==> src/rtl/prog_loader.sv <==
// Boot loader: parses a length-prefixed byte stream into imem line and dmem word writes.
// Optional trailing XOR checksum byte when PROG_LOADER_CHKSUM_EN is defined.

`ifndef INSN_LEN
`define INSN_LEN 32
`endif
`ifndef ADDR_LEN
`define ADDR_LEN 32
`endif

// state  | meaning
// S_HI0  | waiting for imem line count, low byte
// S_HI1  | waiting for imem line count, high byte
// S_IMEM | receiving imem payload, 16 bytes per line
// S_DH0  | waiting for dmem word count, low byte
// S_DH1  | waiting for dmem word count, high byte
// S_DMEM | receiving dmem payload, 4 bytes per word
// S_CHK  | waiting for checksum byte (checksum build only)
// S_DONE | image loaded, pipeline released
// S_ERR  | malformed image, held until reset
module prog_loader #(
  parameter int IMEM_LINES = 512,
  parameter int DMEM_WORDS = 4096
) (
  input  logic                      clk,
  input  logic                      reset_x,
  input  logic                      rx_valid,
  input  logic [7:0]                rx_data,
  output logic                      rx_ready,
  output logic                      prog_loading,
  output logic [4*`INSN_LEN-1:0]    prog_loaddata,
  output logic [`ADDR_LEN-1:0]      prog_loadaddr,
  output logic                      prog_imem_we,
  output logic                      prog_dmem_we,
  output logic                      loaded,
  output logic                      load_err
);

  localparam logic [15:0] IMEM_MAX = 16'(IMEM_LINES);
  localparam logic [15:0] DMEM_MAX = 16'(DMEM_WORDS);

  typedef enum logic [3:0] {
    S_HI0, S_HI1, S_IMEM, S_DH0, S_DH1, S_DMEM,
`ifdef PROG_LOADER_CHKSUM_EN
    S_CHK,
`endif
    S_DONE, S_ERR
  } state_t;

  state_t       state;
  logic [7:0]   cnt_lo;
  logic [15:0]  n_items;
  logic [15:0]  item_cnt;
  logic [3:0]   byte_cnt;
  logic [127:0] asm_q;
`ifdef PROG_LOADER_CHKSUM_EN
  logic [7:0]   chk_q;
`else
  logic         dmem_fin;
`endif

  logic         acc;
  logic [15:0]  cnt_hdr;
  logic [15:0]  item_nxt;
  logic [127:0] asm_nxt;

  assign acc      = rx_valid && rx_ready;
  assign cnt_hdr  = {rx_data, cnt_lo};
  assign item_nxt = item_cnt + 16'd1;
  // Shifting in from the top leaves byte 0 lowest; a 4-byte dmem word lands in [127:96].
  assign asm_nxt  = {rx_data, asm_q[127:8]};

  always_ff @(posedge clk) begin
    if (!reset_x) begin
      state         <= S_HI0;
      cnt_lo        <= '0;
      n_items       <= '0;
      item_cnt      <= '0;
      byte_cnt      <= '0;
      asm_q         <= '0;
      rx_ready      <= 1'b1;
      prog_loading  <= 1'b1;
      prog_loaddata <= '0;
      prog_loadaddr <= '0;
      prog_imem_we  <= 1'b0;
      prog_dmem_we  <= 1'b0;
      loaded        <= 1'b0;
      load_err      <= 1'b0;
`ifdef PROG_LOADER_CHKSUM_EN
      chk_q         <= '0;
`else
      dmem_fin      <= 1'b0;
`endif
    end else begin
      prog_imem_we <= 1'b0;
      prog_dmem_we <= 1'b0;
      case (state)
        S_HI0, S_DH0: if (acc) begin
          cnt_lo <= rx_data;
          state  <= (state == S_HI0) ? S_HI1 : S_DH1;
        end
        S_HI1: if (acc) begin
          n_items  <= cnt_hdr;
          item_cnt <= '0;
          byte_cnt <= '0;
          if (cnt_hdr > IMEM_MAX) begin
            state    <= S_ERR;
            load_err <= 1'b1;
            rx_ready <= 1'b0;
          end else if (cnt_hdr == 16'd0) begin
            state <= S_DH0;
          end else begin
            state <= S_IMEM;
          end
        end
        S_DH1: if (acc) begin
          n_items  <= cnt_hdr;
          item_cnt <= '0;
          byte_cnt <= '0;
          if (cnt_hdr > DMEM_MAX) begin
            state    <= S_ERR;
            load_err <= 1'b1;
            rx_ready <= 1'b0;
          end else if (cnt_hdr == 16'd0) begin
`ifdef PROG_LOADER_CHKSUM_EN
            state <= S_CHK;
`else
            state        <= S_DONE;
            loaded       <= 1'b1;
            prog_loading <= 1'b0;
            rx_ready     <= 1'b0;
`endif
          end else begin
            state <= S_DMEM;
          end
        end
        S_IMEM: if (acc) begin
`ifdef PROG_LOADER_CHKSUM_EN
          chk_q <= chk_q ^ rx_data;
`endif
          if (byte_cnt == 4'd15) begin
            prog_imem_we  <= 1'b1;
            prog_loaddata <= asm_nxt;
            prog_loadaddr <= {12'd0, item_cnt, 4'd0};
            asm_q         <= '0;
            byte_cnt      <= '0;
            item_cnt      <= item_nxt;
            if (item_nxt == n_items) state <= S_DH0;
          end else begin
            asm_q    <= asm_nxt;
            byte_cnt <= byte_cnt + 4'd1;
          end
        end
        S_DMEM: begin
`ifndef PROG_LOADER_CHKSUM_EN
          // Completion waits one cycle so loaded follows the final strobe.
          if (dmem_fin) begin
            state        <= S_DONE;
            loaded       <= 1'b1;
            prog_loading <= 1'b0;
            rx_ready     <= 1'b0;
          end else
`endif
          if (acc) begin
`ifdef PROG_LOADER_CHKSUM_EN
            chk_q <= chk_q ^ rx_data;
`endif
            if (byte_cnt == 4'd3) begin
              prog_dmem_we  <= 1'b1;
              prog_loaddata <= asm_nxt;
              prog_loadaddr <= {14'd0, item_cnt, 2'd0};
              asm_q         <= '0;
              byte_cnt      <= '0;
              item_cnt      <= item_nxt;
              if (item_nxt == n_items) begin
`ifdef PROG_LOADER_CHKSUM_EN
                state <= S_CHK;
`else
                dmem_fin <= 1'b1;
`endif
              end
            end else begin
              asm_q    <= asm_nxt;
              byte_cnt <= byte_cnt + 4'd1;
            end
          end
        end
`ifdef PROG_LOADER_CHKSUM_EN
        S_CHK: if (acc) begin
          rx_ready <= 1'b0;
          if (rx_data == chk_q) begin
            state        <= S_DONE;
            loaded       <= 1'b1;
            prog_loading <= 1'b0;
          end else begin
            state    <= S_ERR;
            load_err <= 1'b1;
          end
        end
`endif
        S_DONE: state <= S_DONE;
        S_ERR:  state <= S_ERR;
        default: begin
          state    <= S_ERR;
          load_err <= 1'b1;
          rx_ready <= 1'b0;
        end
      endcase
    end
  end

endmodule

==> config.mk <==
export PLATFORM = sky130hd
export DESIGN_NAME = prog_loader
export DESIGN_NICKNAME = d
export VERILOG_FILES = /design/src/rtl/prog_loader.sv
export SDC_FILE = /design/constraint.sdc
export NUM_CORES = 1
export LEC_CHECK = 0
export ABC_CLOCK_PERIOD_IN_PS = 2000
export CAP_MARGIN = 5
export CORE_MARGIN = 10
export CORE_UTILIZATION = 54
export DETAILED_ROUTE_END_ITERATION = 8
export PLACE_DENSITY_LB_ADDON = 0.2
export SETUP_SLACK_MARGIN = 0.15
export SLEW_MARGIN = 25
export SYNTH_ARGS = -nofsm -noshare
export SYNTH_HDL_FRONTEND = slang
export SYNTH_SLANG_ARGS = --single-unit
==> constraint.sdc <==
create_clock -name clk -period 2 [get_ports clk]
set_input_delay 0.3 -clock clk [delete_from_list [all_inputs] [get_ports clk]]
set_output_delay 0.3 -clock clk [all_outputs]
set_load 0.01 [all_outputs]
# Word-level counts from Yosys, hierarchy flattened
# Cells that the tools add are included.
# word_totals
inputBits,11
elab_cells,143
output_inout_bits,166
reg_bits,343
# classes
reduce_logical,22
n_addsub,2
order_cmp,2
bitwise_logic,5
muxes,71
n_eq_ne,26
# ops
operator,count
128-bit two-way mux,10
128-bit one-hot mux with 2 select lines,2
32-bit two-way mux,5
16-bit two-way mux,6
32-bit one-hot mux with 2 select lines,1
4-bit two-way mux,13
16-bit one-hot mux with 3 select lines,1
2-bit != test (second input constant),14
4-bit one-hot mux with 6 select lines,1
1-bit two-way mux,23
16-bit by 1-bit adder with 16-bit output (second input constant),1
16-bit == test,1
4-bit by 3-bit == test with 1-bit output (second input constant),4
16-bit by 10-bit > comparator with 1-bit output (second input constant),1
16-bit by 13-bit > comparator with 1-bit output (second input constant),1
16-bit zero test,1
5-bit AND reduction,3
7-bit AND reduction,2
4-bit by 2-bit == test with 1-bit output (second input constant),3
4-bit one-hot mux with 3 select lines,1
6-bit AND reduction,2
3-bit two-way mux,2
6-bit OR reduction,1
1-bit inverter,5
19 further kinds,24

# Longest topological paths before layout
# depth
ltp_word,6
ltp_mapped,9
ltp_nobuf,7

# Worst setup path before layout
# OpenSTA, ideal clock, no wires.
# synth_timing
path_type,flip-flop to flip-flop
start,register item_cnt[1]
end,register state[0]
required_ps,1930
path_buffers,0
synth_period_minus_slack_ps,1882
setup_time_ps,70
stages_incl_launch_ff,8
setup_slack_ps,118
arrival_ps,1812
path_cell_list,dfxtp_1 -> ha_1 -> nand3_1 -> nor4_2 -> xnor2_1 -> nor4_1 -> nand4_1 -> a21oi_1
# synth_between
elab_chain_len,4
# synth_rtl
element,line,source
"start, declared",53,logic [15:0] item_cnt;
"start signal, assigned",147,item_cnt <= item_nxt;
"start signal, assigned",174,item_cnt <= item_nxt;
16-bit by 1-bit adder with 16-bit output,69,assign item_nxt = item_cnt + 16'd1;
16-bit == test,148,if (item_nxt == n_items) state <= S_DH0;
2-bit != test (no source line),--,
7-bit AND reduction (no source line),--,
"end signal, assigned",100,state <= (state == S_HI0) ? S_HI1 : S_DH1;
"end, declared",50,state_t state;
# Every way passes these cells.
# A chain may end at the register's enable or synchronous reset.

# Final worst setup path
# layout_timing
start,register state[1]
end,register prog_loaddata[29]
# layout_between
elab_chain_len,3
elab_cells_between_ends,10
classes_between,7 x eq/ne; 1 x mux; 2 x reduce/logical
# layout_rtl
element,line,source
4-bit by 3-bit == test with 1-bit output / 4-bit by 2-bit == test with 1-bit output (equally long branches),97,case (state)
2-bit != test (no source line) / 2-bit nonzero test (equally long branches),--,
6-bit AND reduction (no source line),--,
"end signal, assigned",143,prog_loaddata <= asm_nxt;
"end signal, assigned",170,prog_loaddata <= asm_nxt;
"end, declared",31,"output logic [4*`INSN_LEN-1:0] prog_loaddata,"
# Parallel ways exist; a longest one is shown, timed or not.

==> impl_results.md <==
- Outcome: finished, final reports clean
- Htree depth: 2
- Tot GR Track Use: 22.1%
- Final Hold Fails: 0
- Sequential area share after synthesis: 52.2%
- Nature of the critical path endpoint: register
- PD cells: 777 mW/mm^2
- Final Critical Period: 1.98 ns
- TritonCTS clock tree: built
- First-pass GRT wire length: 53600 um
- Fmax: 504 MHz
- Tightest Pin Transition: 0.606 ns
- Die ar.: 0.0292 mm^2
- Per-cell routed wire length: 21.0 um
- Detailed-route via count: 11600
- Starting Density: 54.6%
- Syn Area/Cell: 8.60 um^2
- Leading cell types by total area after synthesis: dfxtp_1, nand2_1, a22oi_1
- Die height: 171 um
- Tot Pwr: 13.8 mW
- Number of library cell types mapped by synthesis: 63
- Post-DP HPWL: 20800 um
- RD Place Congestion: 0.836
- CTS clk-pin slew, worst paths: 0.06 ns
- Clock Skew: 0.00808 ns
- IO buf count: 162
- Core ar.: 0.0225 mm^2
- Critical path launch point type: register
- Number of synthesized flops with an enable pin: 0
- Predominant post-synthesis flop cell: dfxtp_1
- Register bit total from synthesis: 320
- Tcrit/Tclk final: 99.2%
- Synth top cells by count: dfxtp_1, nand2_1, nor2_1
- Largest area contributor in the netlist: dfxtp_1
- Slew margin rel.: 59.6%
- Leak pwr: 6.40 nW
- Post-Syn Area: 0.0123 mm^2
- Vias/cell: 5.91
- RSZ-0062 raised after global routing: true
- CTS Buf Count: 34
- Worst min path class: input pin to register
- Final ANT Viol Nets: 0
- Initial antenna violation count: 0
- Rows: 55
- Critical Path RT: 2.44 ns
- Drt initial violations: 1047
- Critical path fanouts, max: 15
- Total I/O pin count: 177
- Pre-antenna DRT Iters: 6
- Critical setup path kind: register to register
- Global route overflow: 0
- Fin util: 78.8%
- Placed insts: 1845
- Worst setup margin: 0.0167 ns
- Final Net Count: 1678
- Pins Over Slew Limit: 0
- Filler Cell Count: 1397
- Worst vdd ir: 0.000700 V
- Endpoints failing setup: 0
- Vias in the first global route: 10300
- Synth Warn #: 0
- Drt total wl: 41400 um
- Setup WS pre-CTS: -0.503 ns
- Maxcap violations: 0
- Worst EP arrival: 2.42 ns
- Top cell type's share of synthesized area: 52.2%
- CTS Buffer Depth: 3
- Area Overhead vs Synth: 44.4%
- Most numerous cell in the Yosys netlist: dfxtp_1
- Layout cells sized above 1: 22.6%
- DRC Markers: 0
- Die width: 171 um
- Clk_lat worst skew: 0.51 ns
- Layout Cells excl Fill: 1970
- Syn Inst Count: 1428
- CTS root buffer: clkbuf_16
- Largest net degree at the start of global routing: 121
- Ys async rst share: 0%
- Num Clock Sinks: 320
==> where the power goes <==
part	internal [mW]	switching, mW	total (mW)
sequential	6.44	0.0706	6.51
combinational	0.499	0.652	1.15
clock	3.62	2.50	6.12
total	10.6	3.23	13.8
==> metrics by stage <==
| stage | cell area, um^2 | hold slack (ns) | setup TNS (ns) |
|---|---|---|---|
| after floorplan | 12300 | 0.432 | 0 |
| after global placement | 14500 | 0.441 | -2.54 |
| after detailed placement | 14500 | 0.446 | -3.12 |
| after CTS | 15900 | 0.418 | 0 |
| after global routing | 17700 | 0.453 | -0.114 |
| final | 17700 | 0.433 | 0 |
==> placed cells by master (no fill, tap or decap), types with 8 or more instances in the layout <==
master             n
xnor2_1           24
buf_4             80
buf_6             14
nand2_4           25
mux2i_1           25
nand2_1          272
nor2_4            10
xor2_1             9
clkdlybuf4s50_1  160
nor2_1           165
a311oi_2           8
a22oi_2           39
dfxtp_1          311
buf_12            18
a22oi_1           82
a21oi_2           27
o21ai_0           21
nand2_2           14
clkbuf_16         61
buf_8             10
clkbuf_8           8
a21oi_1          117
conb_1            14
nand3_1            9
buf_16            10
==> logic make-up after synthesis <==
family	Yosys count	synth area share, %
adders and majority gates	2	0.204
and+or+nand+nor	567	19.4
AOI/OAI and AO/OA	341	17.6
xor gates and xnor gates	33	2.35
other	1	0.0305
DFF	320	52.2
muxes	26	2.12
buffers and inverters	138	6.14
==> timing repair <==
| action | 4_1_cts | 5_1_grt |
|---|---|---|
| hold endpoints to repair | 0 | 0 |
| endpoints found under the setup margin | 283 | 235 |
| gates resized for setup | 32 | 224 |
| hold buffers | 0 | 0 |
| setup buffers | 11 | 13 |
| cloned | 5 | 40 |
| pin swaps | 6 | 88 |
==> sequential cells by signal (all words and copies together) (netlist names) <==
name and cells:
byte_cnt 4, cnt_lo 8, asm_q 120, rx_ready 1, prog_dmem_we 1, dmem_fin 1, prog_loading 1, state 3
prog_loadaddr 18, item_cnt 16, load_err 1, prog_loaddata 128, n_items 16, prog_imem_we 1, loaded 1
==> area by class of cell <==
type | count | area [um^2] | area share [%]
inverters | 5 | 26.3 | 0.148
multi-input cells | 984 | 6030 | 34.0
well taps | 285 | 357 | 2.01
diodes | 1 | 2.50 | 0.0141
clock inverters | 5 | 53.8 | 0.303
repair buffers | 320 | 3820 | 21.5
clock buffers | 50 | 1010 | 5.71
flip-flops and latches | 320 | 6430 | 36.3
==> worst max-delay path, cell delays in order (launching register included) <==
cell and delay [ns]:
dfxtp_4 0.38, or3b_4 0.43, a21oi_4 0.19, and3_4 0.27, buf_12 0.21, clkbuf_16 0.21
nand2_1 0.07, a21oi_1 0.14
==> layer usage <==
layer	routed length, um	share of wire, %	track usage, %	up-vias
met3	3490	8.4	5.00	140
met2	20000	48	37.1	565
met4	1880	4.5	6.39	0
met5	0	0	0	-
met1	16100	39	27.7	5592
li1	-	-	-	5337
==> worst paths after layout <==
check                                                startpoint                         endpoint  slack (ns)  cells after the start
worst min-delay path                                 rx_data[7]  prog_loaddata[127]$_SDFFE_PN0P_        0.43                      4
worst max register to register            state[1]$_SDFFE_PN0P_   prog_loaddata[29]$_SDFFE_PN0P_        0.02                      7
worst min register to register  prog_loaddata[104]$_SDFFE_PN0P_  prog_loaddata[104]$_SDFFE_PN0P_        0.45                      2
worst max-delay path                      state[1]$_SDFFE_PN0P_   prog_loaddata[29]$_SDFFE_PN0P_        0.02                      7
(Power assumes the default switching activity.)
